File: config.mk
export PLATFORM = sky130hd
export DESIGN_NAME = int_divider
export DESIGN_NICKNAME = d
export VERILOG_FILES = /design/src/rtl/int_divider.sv
export SDC_FILE = /design/constraint.sdc
export NUM_CORES = 1
export LEC_CHECK = 0
export BUFFER_PORTS_ARGS = -buffer_cell sky130_fd_sc_hd__buf_2
export CAP_MARGIN = 20
export CORE_MARGIN = 5
export CORE_UTILIZATION = 50
export DETAILED_ROUTE_END_ITERATION = 8
export PLACE_DENSITY_LB_ADDON = 0.3
export SLEW_MARGIN = 20
export SYNTH_ARGS = -nofsm -noshare
export SYNTH_HDL_FRONTEND = slang
export SYNTH_SLANG_ARGS = --single-unit
File: constraint.sdc
create_clock -name clk -period 7.5 [get_ports clk]
set_clock_uncertainty 0.15 [all_clocks]
set_input_delay 0.375 -clock clk [delete_from_list [all_inputs] [get_ports clk]]
set_output_delay 0.375 -clock clk [all_outputs]
set_load 0.1 [all_outputs]
File: src/rtl/int_divider.sv
// Iterative restoring 64-bit divider (RV64M DIV/DIVU/REM/REMU), one quotient bit per cycle.
// Optional macro INT_DIVIDER_DIV0_FAST_EN: divide-by-zero bypasses the iterations.
module int_divider #(
  parameter int XLEN   = 64,
  parameter int REG_AW = 5
) (
  input  logic              clk,
  input  logic              rst,
  input  logic              start,
  output logic              start_ready,
  input  logic              op_signed,
  input  logic              op_rem,
  input  logic [XLEN-1:0]   dividend,
  input  logic [XLEN-1:0]   divisor,
  input  logic [REG_AW-1:0] dest_reg,
  output logic              result_valid,
  input  logic              result_ready,
  output logic [XLEN-1:0]   result,
  output logic [REG_AW-1:0] result_reg
);

  localparam int CW = (XLEN > 1) ? $clog2(XLEN) : 1;

  typedef enum logic [1:0] {
    S_IDLE,
    S_BUSY,
    S_FIX,
    S_DONE
  } state_t;

  state_t r_state;
  state_t w_next;

  logic              r_op_signed;
  logic              r_op_rem;
  logic [REG_AW-1:0] r_dest;
  logic [XLEN-1:0]   r_rem;
  logic [XLEN-1:0]   r_quo;
  logic [XLEN-1:0]   r_dvsr;
  logic              r_qneg;
  logic              r_rneg;
  logic              r_div0;
  logic [CW-1:0]     r_cnt;
  logic [XLEN-1:0]   r_result;
  logic [REG_AW-1:0] r_result_reg;

  logic            w_div0;
  logic            w_a_neg;
  logic            w_b_neg;
  logic [XLEN-1:0] w_dvnd_mag;
  logic [XLEN-1:0] w_dvsr_mag;
  logic [XLEN:0]   w_shift;
  logic [XLEN:0]   w_diff;
  logic            w_ge;
  logic [XLEN-1:0] w_rem_nxt;
  logic [XLEN-1:0] w_quo_nxt;
  logic [XLEN-1:0] w_quo_fix;
  logic [XLEN-1:0] w_rem_fix;

  assign w_div0  = (divisor == '0);
  assign w_a_neg = op_signed & dividend[XLEN-1];
  assign w_b_neg = op_signed & divisor[XLEN-1];

  // Dividend stays un-negated on divide-by-zero so the remainder comes out as the original value.
  assign w_dvnd_mag = (w_a_neg && !w_div0) ? -dividend : dividend;
  assign w_dvsr_mag = w_b_neg ? -divisor : divisor;

  assign w_shift   = {r_rem, r_quo[XLEN-1]};
  assign w_diff    = w_shift - {1'b0, r_dvsr};
  assign w_ge      = ~w_diff[XLEN];
  assign w_rem_nxt = w_ge ? w_diff[XLEN-1:0] : w_shift[XLEN-1:0];
  assign w_quo_nxt = {r_quo[XLEN-2:0], w_ge};

  assign w_quo_fix = (r_op_signed && !r_div0 && r_qneg) ? -r_quo : r_quo;
  assign w_rem_fix = (r_op_signed && !r_div0 && r_rneg) ? -r_rem : r_rem;

  always_ff @(posedge clk) begin
    if (rst) r_state <= S_IDLE;
    else     r_state <= w_next;
  end

  always_comb begin
    w_next       = r_state;
    start_ready  = 1'b0;
    result_valid = 1'b0;
    case (r_state)
      S_IDLE: begin
        start_ready = 1'b1;
        if (start) begin
`ifdef INT_DIVIDER_DIV0_FAST_EN
          w_next = w_div0 ? S_DONE : S_BUSY;
`else
          w_next = S_BUSY;
`endif
        end
      end
      S_BUSY: if (r_cnt == '0) w_next = S_FIX;
      S_FIX:  w_next = S_DONE;
      S_DONE: begin
        result_valid = 1'b1;
        if (result_ready) w_next = S_IDLE;
      end
      default: w_next = S_IDLE;
    endcase
  end

  always_ff @(posedge clk) begin
    if (rst) begin
      r_op_signed  <= 1'b0;
      r_op_rem     <= 1'b0;
      r_dest       <= '0;
      r_rem        <= '0;
      r_quo        <= '0;
      r_dvsr       <= '0;
      r_qneg       <= 1'b0;
      r_rneg       <= 1'b0;
      r_div0       <= 1'b0;
      r_cnt        <= '0;
      r_result     <= '0;
      r_result_reg <= '0;
    end else begin
      case (r_state)
        S_IDLE: begin
          if (start) begin
            r_op_signed <= op_signed;
            r_op_rem    <= op_rem;
            r_dest      <= dest_reg;
            r_rem       <= '0;
            r_quo       <= w_dvnd_mag;
            r_dvsr      <= w_dvsr_mag;
            r_qneg      <= w_a_neg ^ w_b_neg;
            r_rneg      <= w_a_neg;
            r_div0      <= w_div0;
            r_cnt       <= CW'(XLEN - 1);
`ifdef INT_DIVIDER_DIV0_FAST_EN
            if (w_div0) begin
              r_result     <= op_rem ? dividend : '1;
              r_result_reg <= dest_reg;
            end
`endif
          end
        end
        S_BUSY: begin
          r_rem <= w_rem_nxt;
          r_quo <= w_quo_nxt;
          r_cnt <= r_cnt - 1'b1;
        end
        S_FIX: begin
          r_result     <= r_op_rem ? w_rem_fix : w_quo_fix;
          r_result_reg <= r_dest;
        end
        default: ;
      endcase
    end
  end

  assign result     = r_result;
  assign result_reg = r_result_reg;

endmodule
==> flow_summary_export.csv <==
group,metric,value,unit
setup_path,worstSetupStartpoint,"r_quo[63]",
setup_path,rr_worst_depth,14,
logic_synthesis,async_reset_ff_share,0,%
detailed_routing,drc,0,
setup_path,path_class,"reg2reg",
floorplan,core,39900,sq um
logic_synthesis,syn_nets,2886,
placement,portBuffers,209,
floorplan,rows,73,
detailed_routing,wl_per_cell,19.5,microns
logic_synthesis,synth_cells,2672,
cts,ctsResizeCount,0,
global_routing,gr-total-overflow,0,
setup_path,timing.rr.end,"r_rem[60]",
global_routing,grt_max_degree,112,
final_layout,nets,3040,
pwr,ir_drop,0.191,mV
status,status,"completed",
setup_path,start_kind,"flip-flop",
global_routing,antenna_found_initial,1,
job,drv_cap,0,
floorplan,dieArea,44600,sq um
timing,slew_violations,0,
detailed_routing,met2WireLength,28400,microns
logic_synthesis,yosysTopAreaCellShare,27.6,%
logic_synthesis,synth_common_cells,"dfxtp_1 (279), nor2_1 (268), nand2_1 (250)",
detailed_routing,drt_iter0_drc,1553,
final_layout,antenna_cells,0,
logic_synthesis,synthFlopType,"dfxtp_1",
worst_hold_path,hold_class,"in2reg",
logic_synthesis,yosys_register_bits,279,
pwr,p_per_area,295,nW/um^2
detailed_routing,num_vias,20400,
timing,fmax,0.202,GHz
logic_synthesis,synth-edff-count,0,
cts,postCtsSetupBuffers,0,
final_layout,final_util,58.0,%
final_layout,layout-drive-gt1-share,11.5,%
cts,ctsHtreeMaxLevel,1,
cts,numCtsBuffers,31,
setup_path,crit_path_end,"r_rem[60]",
detailed_routing,ant_nets,0,
detailed_routing,routed_wl,65700,microns
setup_path,crit_path_end_kind,"flip-flop",
logic_synthesis,ys_warn_count,0,
cts,clock-root-buffer,"clkbuf_16",
setup_path,rrSetupSlack,2.56,ns
logic_synthesis,syn_area_per_cell,7.57,sq um
pwr,p_leak,8.95,nW
timing,setup_viol,0,
placement,routabilityCongestion,0.947,
global_routing,grt_usage,27.9,%
logic_synthesis,synth_top_area_cell,"dfxtp_1",
floorplan,ios,210,
timing,setup_tns,0,ns
setup_path,crit_required,7.85,ns
final_layout,largest_register_ffs,69,
cts,cts.sinks,279,
cts,hold_buffers,71,
global_routing,grt_pass1_vias,19200,
placement,hpwl,49300,microns
detailed_routing,routed_via_density,6.04,
timing,whs,0.00535,ns
timing,worst-slew-pin-transition,1.18,ns
logic_synthesis,yosysSeqAreaShare,27.6,%
global_routing,grt_pass1_wl,103000,microns
floorplan,start_util,50.7,%
cts,cts_tree,"built",
cts,clkLatencyLatePin,0.59,ns
detailed_routing,top_layer,"met4",
logic_synthesis,ys_types,86,
timing,finalHoldViolations,0,
timing,rsz0062_at_grt,"false",
timing,finalCritPeriodShare,65.9,%
timing,fin_crit,4.94,ns
detailed_routing,drt_pass1_iterations,7,
cts,clockBufferDepth,3,
floorplan,die_y,211,microns
final_layout,area_growth,14.5,%
setup_path,r2r_start,"r_quo[63]",
detailed_routing,wl_met1,30500,microns
logic_synthesis,yosysMostFrequentCell,"dfxtp_1",
logic_synthesis,synthTopCellsByArea,"dfxtp_1 (28%), xor2_1 (7.0%), xnor2_1 (6.1%)",
cts,path_clk_slew,0.06,ns
floorplan,die_w,211,microns
setup_path,cp_max_fo,39,
detailed_routing,wl_met3,4850,microns
logic_synthesis,netlist_area,20200,sq um
timing,relSlewSlack,21.4,%
setup_path,worstPathArrival,5.29,ns
==> worst min path at each step <==
stage                            start     endpoint  cells past startpoint
after floorplan            r_op_signed  r_op_signed                      2
after global placement      r_dvsr[45]   r_dvsr[45]                      2
after detailed placement    r_dvsr[45]   r_dvsr[45]                      2
after CTS                 dividend[57]    r_quo[57]                      4
after global routing      dividend[37]    r_quo[37]                      3
final                      divisor[49]   r_dvsr[49]                      3
==> per-layer routing <==
metal / track usage (%) / vias up
met2: 43.5 / 791
met1: 40.3 / 9509
met5: 0 / -
li1: - / 10000
met4: 8.85 / 0
met3: 3.49 / 102
==> worst max-delay path, stage by stage, from the launching register on <==
cell,delay [ns]
dfxtp_1,0.35
inv_1,0.09
ha_1,0.23
fa_1,0.39
nand2b_1,0.18
a21oi_1,0.22
o21ai_0,0.21
a21oi_1,0.22
nor3_2,0.12
a31oi_1,0.32
a41oi_1,0.27
xnor2_2,0.53
buf_4,0.65
nand2_1,0.55
o21ai_0,0.31
==> placed cells by master (no fill, tap or decap), types with 8 or more instances in the layout <==
cell             n
dfxtp_1        278
nor2_1         267
nand2_1        249
a21oi_1        217
buf_2          208
o21ai_0        206
xor2_1         162
xnor2_1        141
inv_1          103
a211oi_1        84
ha_1            73
dlygate4sd3_1   71
o22ai_1         65
mux2i_1         62
o31ai_1         59
a22oi_1         52
nor3_1          49
nand3_1         41
clkbuf_16       31
or3_1           30
nor4_1          27
a21o_1          27
o41ai_1         26
nand4_1         25
a31oi_1         24
or4_1           20
nand2b_1        19
a32oi_1         18
buf_4           15
o211ai_1        13
o21bai_1        12
o21a_1          10
a311oi_1        10
and3_1           9
nor2b_1          8
==> layout make-up <==
class                   instances  area, sq um
fillers                      3677        16800
multi-input cells            2114        13600
flip-flops and latches        279         5590
repair buffers                295         1880
clock buffers                  38          832
well taps                     525          657
inverters                     105          394
clock inverters                20          256
==> power breakdown <==
group | internal [mW] | switching [mW]
clock | 0.967 | 0.677
combinational | 0.974 | 2.16
sequential | 1.76 | 0.286
==> cells by family (layout without fill, tap and decap cells) <==
logic type,after synthesis,count (layout),synth area share [%]
fa+ha+maj,75,75,4.67
xor+xnor,304,304,13.2
flops,279,279,27.6
buf+inv,279,458,5.58
mux,63,63,3.12
compound gates,868,868,27.1
simple gates,804,804,18.7
==> per-stage QoR <==
| stage | worst slack, ns | power (mW) | instances | cell area, sq um |
|---|---|---|---|---|
| floorplan | 4.17 | 4.36 | 2672 | 20200 |
| global placement | 2.75 | 5.08 | 3247 | 21400 |
| detailed placement | 2.62 | 5.11 | 3247 | 21400 |
| CTS | 2.55 | 6.79 | 3376 | 23200 |
| global route | 2.13 | 7.24 | 3376 | 23200 |
| finish | 2.56 | 6.82 | 3376 | 23200 |
No activity file was read; power rests on OpenSTA's default activity.
